**config.mk**
```make
export PLATFORM = sky130hd
export DESIGN_NAME = video_timing
export DESIGN_NICKNAME = d
export VERILOG_FILES = /design/src/rtl/video_timing.sv
export SDC_FILE = /design/constraint.sdc
export NUM_CORES = 1
export LEC_CHECK = 0
export CORE_MARGIN = 1
export CORE_UTILIZATION = 55
export CTS_BUF_LIST = sky130_fd_sc_hd__clkbuf_8
export DETAILED_ROUTE_END_ITERATION = 12
export PLACE_DENSITY = 0.8
export SYNTH_ARGS = -nofsm -noshare
export SYNTH_HDL_FRONTEND = slang
export SYNTH_SLANG_ARGS = --single-unit
export TNS_END_PERCENT = 1
```
**constraint.sdc**
```tcl
create_clock -name clk_i -period 7.21 [get_ports clk_i]
set_input_delay 1.8025 -clock clk_i [delete_from_list [all_inputs] [get_ports clk_i]]
set_output_delay 1.8025 -clock clk_i [all_outputs]
set_load 0.02 [all_outputs]
```
**src/rtl/video_timing.sv**
```systemverilog
// Raster timing generator with map-window flag; optional frame counter under VIDEO_TIMING_FRAME_COUNT_EN.
// Latency: outputs are registered and reflect the counter values loaded on the same pix_ce_i edge.
// Backpressure: none; pix_ce_i low freezes counters and outputs, and frame_start_o drops after one clk.
module video_timing #(
   parameter int H_ACTIVE = 640,
   parameter int H_FP     = 16,
   parameter int H_SYNC   = 96,
   parameter int H_BP     = 48,
   parameter int V_ACTIVE = 480,
   parameter int V_FP     = 10,
   parameter int V_SYNC   = 2,
   parameter int V_BP     = 33,
   parameter int MAP_X0   = 64,
   parameter int MAP_Y0   = 48,
   parameter int MAP_W    = 512,
   parameter int MAP_H    = 384,
   parameter int SYNC_POL = 0,
   parameter int CNT_W    = 11
) (
   input  logic             clk_i,
   input  logic             rst_i,
   input  logic             pix_ce_i,
   output logic             hsync_o,
   output logic             vsync_o,
   output logic             display_enable_o,
   output logic             map_enable_o,
   output logic [CNT_W-1:0] pixel_x_o,
   output logic [CNT_W-1:0] pixel_y_o,
   output logic             frame_start_o
`ifdef VIDEO_TIMING_FRAME_COUNT_EN
   ,
   output logic [15:0]      frame_cnt_o
`endif
);

   localparam int H_TOTAL = H_ACTIVE + H_FP + H_SYNC + H_BP;
   localparam int V_TOTAL = V_ACTIVE + V_FP + V_SYNC + V_BP;

   localparam logic [CNT_W-1:0] H_LAST   = CNT_W'(H_TOTAL - 1);
   localparam logic [CNT_W-1:0] V_LAST   = CNT_W'(V_TOTAL - 1);
   localparam logic [CNT_W-1:0] H_ACT    = CNT_W'(H_ACTIVE);
   localparam logic [CNT_W-1:0] V_ACT    = CNT_W'(V_ACTIVE);
   localparam logic [CNT_W-1:0] HS_START = CNT_W'(H_ACTIVE + H_FP);
   localparam logic [CNT_W-1:0] HS_END   = CNT_W'(H_ACTIVE + H_FP + H_SYNC);
   localparam logic [CNT_W-1:0] VS_START = CNT_W'(V_ACTIVE + V_FP);
   localparam logic [CNT_W-1:0] VS_END   = CNT_W'(V_ACTIVE + V_FP + V_SYNC);
   localparam logic [CNT_W-1:0] MX_START = CNT_W'(MAP_X0);
   localparam logic [CNT_W-1:0] MX_END   = CNT_W'(MAP_X0 + MAP_W);
   localparam logic [CNT_W-1:0] MY_START = CNT_W'(MAP_Y0);
   localparam logic [CNT_W-1:0] MY_END   = CNT_W'(MAP_Y0 + MAP_H);
   localparam logic             SYNC_ACT = (SYNC_POL != 0);

   logic [CNT_W-1:0] h_cnt;
   logic [CNT_W-1:0] v_cnt;
   logic [CNT_W-1:0] h_nxt;
   logic [CNT_W-1:0] v_nxt;
   logic             de_nxt;
   logic             map_nxt;
   logic             hs_nxt;
   logic             vs_nxt;
   logic             fs_nxt;

   // Decode is done on the next counter values so every output lands with zero skew.
   always_comb begin
      h_nxt = h_cnt;
      v_nxt = v_cnt;
      if (h_cnt == H_LAST) begin
         h_nxt = '0;
         if (v_cnt == V_LAST) begin
            v_nxt = '0;
         end else begin
            v_nxt = v_cnt + 1'b1;
         end
      end else begin
         h_nxt = h_cnt + 1'b1;
      end

      de_nxt  = (h_nxt < H_ACT) && (v_nxt < V_ACT);
      map_nxt = de_nxt && (h_nxt >= MX_START) && (h_nxt < MX_END) &&
                (v_nxt >= MY_START) && (v_nxt < MY_END);
      hs_nxt  = ((h_nxt >= HS_START) && (h_nxt < HS_END)) ? SYNC_ACT : ~SYNC_ACT;
      vs_nxt  = ((v_nxt >= VS_START) && (v_nxt < VS_END)) ? SYNC_ACT : ~SYNC_ACT;
      fs_nxt  = (h_nxt == '0) && (v_nxt == '0);
   end

   // Reset parks the counters on the last pixel so the first ce edge wraps into a new frame.
   always_ff @(posedge clk_i) begin
      if (rst_i) begin
         h_cnt            <= H_LAST;
         v_cnt            <= V_LAST;
         pixel_x_o        <= '0;
         pixel_y_o        <= '0;
         display_enable_o <= 1'b0;
         map_enable_o     <= 1'b0;
         hsync_o          <= ~SYNC_ACT;
         vsync_o          <= ~SYNC_ACT;
         frame_start_o    <= 1'b0;
`ifdef VIDEO_TIMING_FRAME_COUNT_EN
         frame_cnt_o      <= 16'd0;
`endif
      end else begin
         frame_start_o <= 1'b0;
         if (pix_ce_i) begin
            h_cnt            <= h_nxt;
            v_cnt            <= v_nxt;
            pixel_x_o        <= h_nxt;
            pixel_y_o        <= v_nxt;
            display_enable_o <= de_nxt;
            map_enable_o     <= map_nxt;
            hsync_o          <= hs_nxt;
            vsync_o          <= vs_nxt;
            frame_start_o    <= fs_nxt;
`ifdef VIDEO_TIMING_FRAME_COUNT_EN
            if (fs_nxt) begin
               frame_cnt_o <= frame_cnt_o + 16'd1;
            end
`endif
         end
      end
   end

endmodule

```
# Word-level counts from Yosys, hierarchy flattened
# Index checks and enable logic that the tools add are counted.
dict set report totals {
  word_cells 40
  out_inout_bits 27
  memories 0
  romBits 0
  regBits 49
  ram_bits 0
  latch_bits 0
}
dict set report classes {
  shifts 0
  n_mul 0
  n_lt_le_gt_ge 10
  n_mux 5
  eq_ne 2
  n_reduce_logical 11
  div_mod_pow 0
  bitwise 1
  n_addsub 2
}
# op count
set op_table {}
lappend op_table {{$lt 11x10->1 const B} 3}
lappend op_table {{$lt 11x9->1 const B} 3}
lappend op_table {{$mux 11} 3}
lappend op_table {{$add 11x1->11 const B} 2}
lappend op_table {{$eq 11x10->1 const B} 2}
lappend op_table {{$logic_not 11->1} 2}
lappend op_table {{$ge 11x10->1 const B} 1}
lappend op_table {{$ge 11x6->1 const B} 1}
lappend op_table {{$ge 11x7->1 const B} 1}
lappend op_table {{$ge 11x9->1 const B} 1}
lappend op_table {{$logic_and 1x1->1} 8}
lappend op_table {{$mux 1} 2}
lappend op_table {{$reduce_or 2->1} 1}
lappend op_table {{$not 1->1} 1}

# Logic depth before layout (Yosys ltp)
dict set report logic_depth {
  depth_word 9
  depth_mapped 11
  ltp_nobuf 9
}

# Least setup slack after synthesis
# OpenSTA, ideal clock, no wires.
dict set report synth_timing {
  path_type {register to register}
  start {reg pixel_x_o[6] (netlist name)}
  end {reg map_enable_o}
  stages_incl_launch_ff 10
  setup_ns 0.059
  n_path_buf 2
  arrival_time_ns 2.707
  setup_slack_ns 4.444
  required_ns 7.151
  cell_sequence {dfxtp_1 > buf_2 > or4_4 > or3_1 > buf_6 > nor4_4 > nand4b_1 > a211o_1 > a211oi_2 > a32o_2}
}
# element line_no
set synth_rtl {}
lappend synth_rtl {{end signal, assigned} 109} ;# map_enable_o <= map_nxt;
lappend synth_rtl {{end, declared} 26} ;# output logic map_enable_o,

# Final worst setup path
dict set report layout_timing {
  start {reg pixel_y_o[6]}
  end {out pixel_y_o[6]}
}
# element line_no
set layout_rtl {}
lappend layout_rtl {{start, declared} 28} ;# output logic [CNT_W-1:0] pixel_y_o,
lappend layout_rtl {{start signal, assigned} 107} ;# pixel_y_o <= v_nxt;
# No word-level cell between the ends.

==> run metrics <==
outcome=finished clean; Setup crit start=pixel_y_o[6]$_SDFFE_PP0P_; Pwr Density=214 nW/um^2; Distinct cells, synth=54; Startpoint Class=flop; crit end category=output pin; Slew @ Worst Pin=0.880 ns; EDFF count, synth=0; Final setup violation count=0; Lkg Pwr=0.000966 uW; Final Cycle Share=48.2%; Routed Antenna Nets=0; port buffer count=29; CP Max Fanout=16; Peak Freq=0.288 GHz; clk_lat worst skew=0.30 ns; core area=4000 sq um; area delta synth->final=12.8%; post_cts resized=0; number of cells on the critical path=1; FILL cells=350; most common cell after layout, fill and taps aside=nor2_1; Reg area=741 sq um; Final Non-Filler Cells=354; total grt overflow=0; synth warn=0; clk_skew=0.00724 ns; initial antenna violation count=0; via density per instance=6.11; Initial Util=57.2%; Final Hold Viols=0; vias in the first global route=1902; syn_area_per_cell=7.63 sq um; Mapped Area=2290 sq um; Post-Place Cells=346; pin count of the biggest net entering global routing=38; half-perimeter wire length after placement=3520 um; number of max-cap violations=0; hold-fix buffer count after cts=0; GRT Total Usage=25.8%; dominant synthesized flop cell=dfxtp_1; setup repair bufs after CTS=0; cell count of the worst reg-to-reg path=8; First-pass DRT Iterations=5; RSZ-0062 raised after global routing=false; root buf cell=clkbuf_8; max-slew violations=0; kind of critical path=flop to output pin; wire length of the first global-routing pass=8650 um; TritonCTS clock tree=done; Final Critical Period=3.47 ns; 1st-iter DRT viols=191; area of the multi-input gates=1320 sq um; Slowest-stage cell, CP=clkdlybuf4s50_1; Routability Congestion=0.864; Critical Path RT=5.41 ns; Cells after Synth=300; Die Y-Extent=66.5 um; crit-path cells=clkdlybuf4s50_1; share of layout cells above drive strength 1=6.25%; Row Count=23; Worst VDD drop=0.178 mV; hold path cells=1; H-tree levels=2; worst path buffer plus inverter count=1; setup_tns=0 ns; worst hold path class=flop to flop; asr flop ratio synth=0%; CTS clock-pin slew for the worst setup and hold paths=0.08 ns; sequential cell area fraction in the yosys report=32.4%; total wire length=5260 um; die area=4420 sq um; DRC errors left=0; Synth Register Bits=37; critical path data arrival time=1.67 ns; Antenna diodes=0; Critical R2R Launch=h_cnt[0]$_SDFFE_PP1P_; Max Root-Sink Buffers=2; DR vias=2163; Synth Net Count=306; Placement Cell Area=2470 sq um; Ports=30; post-DR wirelength/cell=14.9 um; chip width=66.5 um; TritonCTS Buffers=5; final-stage net count=309; Critical Path Max Stage Delay=0.70 ns; worst rel slew slack=40.8%; worst hold start=display_enable_o$_SDFFE_PP0P_; design area=2580 sq um; Sink Count=37; CP top delay family=buffers and inverters; commonest cells after routing, fill and taps aside=nor2_1, dfxtp_1, clkdlybuf4s50_1
[layout make-up]
| cell class | instances | share of cell area (%) |
|---|---|---|
| clock buffer | 5 | 2.66 |
| clock inverter | 3 | 1.79 |
| inverter | 9 | 1.31 |
| multi-input combinational | 218 | 51.0 |
| sequential | 37 | 28.7 |
| tap | 50 | 2.42 |
| timing repair buffer | 32 | 12.1 |
[path summary, 6_finish.rpt]
kind	endpoint	slack (ns)
min reg2reg	display_enable_o$_SDFFE_PP0P_	0.47
max reg2reg	map_enable_o$_SDFFE_PP0P_	3.95
min	display_enable_o$_SDFFE_PP0P_	0.47
max	pixel_y_o[6]	3.74
[routing by layer]
layer | wire length (um) | track usage, % | part of all wire (%) | up-vias
li1 | - | - | - | 1059
met1 | 2460 | 32.9 | 47 | 1000
met2 | 2380 | 40.4 | 45 | 92
met3 | 339 | 6.85 | 6.4 | 12
met4 | 84 | 11.7 | 1.6 | 0
met5 | 0 | 0 | 0 | -
[through the flow]
step                util [%]  total power (uW)  hold WS, ns  setup slack, ns
finish                  64.6               551        0.470             3.74
global route            64.6               578        0.488             3.66
CTS                     64.6               552        0.473             3.75
detailed placement      61.7               368        0.457             3.50
global placement        61.7               365        0.442             3.57
floorplan                  -               336        0.492             4.44
[kinds of logic (layout without fill, tap and decap cells)]
group,Yosys count,after routing,synth area share [%]
and+or+nand+nor,127,127,28.2
buffers and inverters,45,49,10.1
xor gates and xnor gates,21,21,8.04
AOI/OAI and AO/OA,66,66,19.3
adders and majority gates,3,3,1.64
muxes,1,1,0.437
DFF,37,37,32.4
[state kept, by name, summed over array words and instances (netlist names)]
| name | count |
|---|---|
| display_enable_o | 1 |
| hsync_o | 1 |
| frame_start_o | 1 |
| pixel_y_o | 11 |
| v_cnt | 3 |
| map_enable_o | 1 |
| vsync_o | 1 |
| pixel_x_o | 11 |
| h_cnt | 7 |
[cells in the mapped netlist, types with 2 or more instances]
| cell type | count | area [sq um] |
|---|---|---|
| a211o_1 | 4 | 35.0 |
| a211oi_1 | 3 | 22.5 |
| a21o_1 | 3 | 22.5 |
| a21oi_1 | 20 | 100 |
| a31oi_1 | 4 | 25.0 |
| and3_1 | 3 | 18.8 |
| buf_1 | 2 | 7.51 |
| buf_4 | 12 | 90.1 |
| buf_6 | 2 | 22.5 |
| clkbuf_1 | 19 | 71.3 |
| dfxtp_1 | 37 | 741 |
| ha_1 | 3 | 37.5 |
| inv_1 | 8 | 30.0 |
| nand2_1 | 27 | 101 |
| nand3_1 | 14 | 70.1 |
| nand4_1 | 8 | 50.1 |
| nand4b_1 | 2 | 17.5 |
| nor2_1 | 38 | 143 |
| nor3_1 | 11 | 55.1 |
| nor3b_1 | 2 | 15.0 |
| nor4_1 | 6 | 37.5 |
| o211ai_1 | 2 | 15.0 |
| o21ai_0 | 11 | 55.1 |
| o21bai_1 | 4 | 30.0 |
| o31ai_1 | 3 | 22.5 |
| or3_1 | 5 | 31.3 |
| xnor2_1 | 11 | 96.3 |
| xor2_1 | 10 | 87.6 |
[power by group]
| part | total, uW | switching [uW] | leakage [uW] | internal, uW |
|---|---|---|---|---|
| registers | 235 | 16.9 | 0.000303 | 218 |
| clock network | 185 | 81.6 | 0.0000543 | 104 |
| logic | 132 | 79.3 | 0.000608 | 52.3 |
Power figures use the tool's default switching activity.
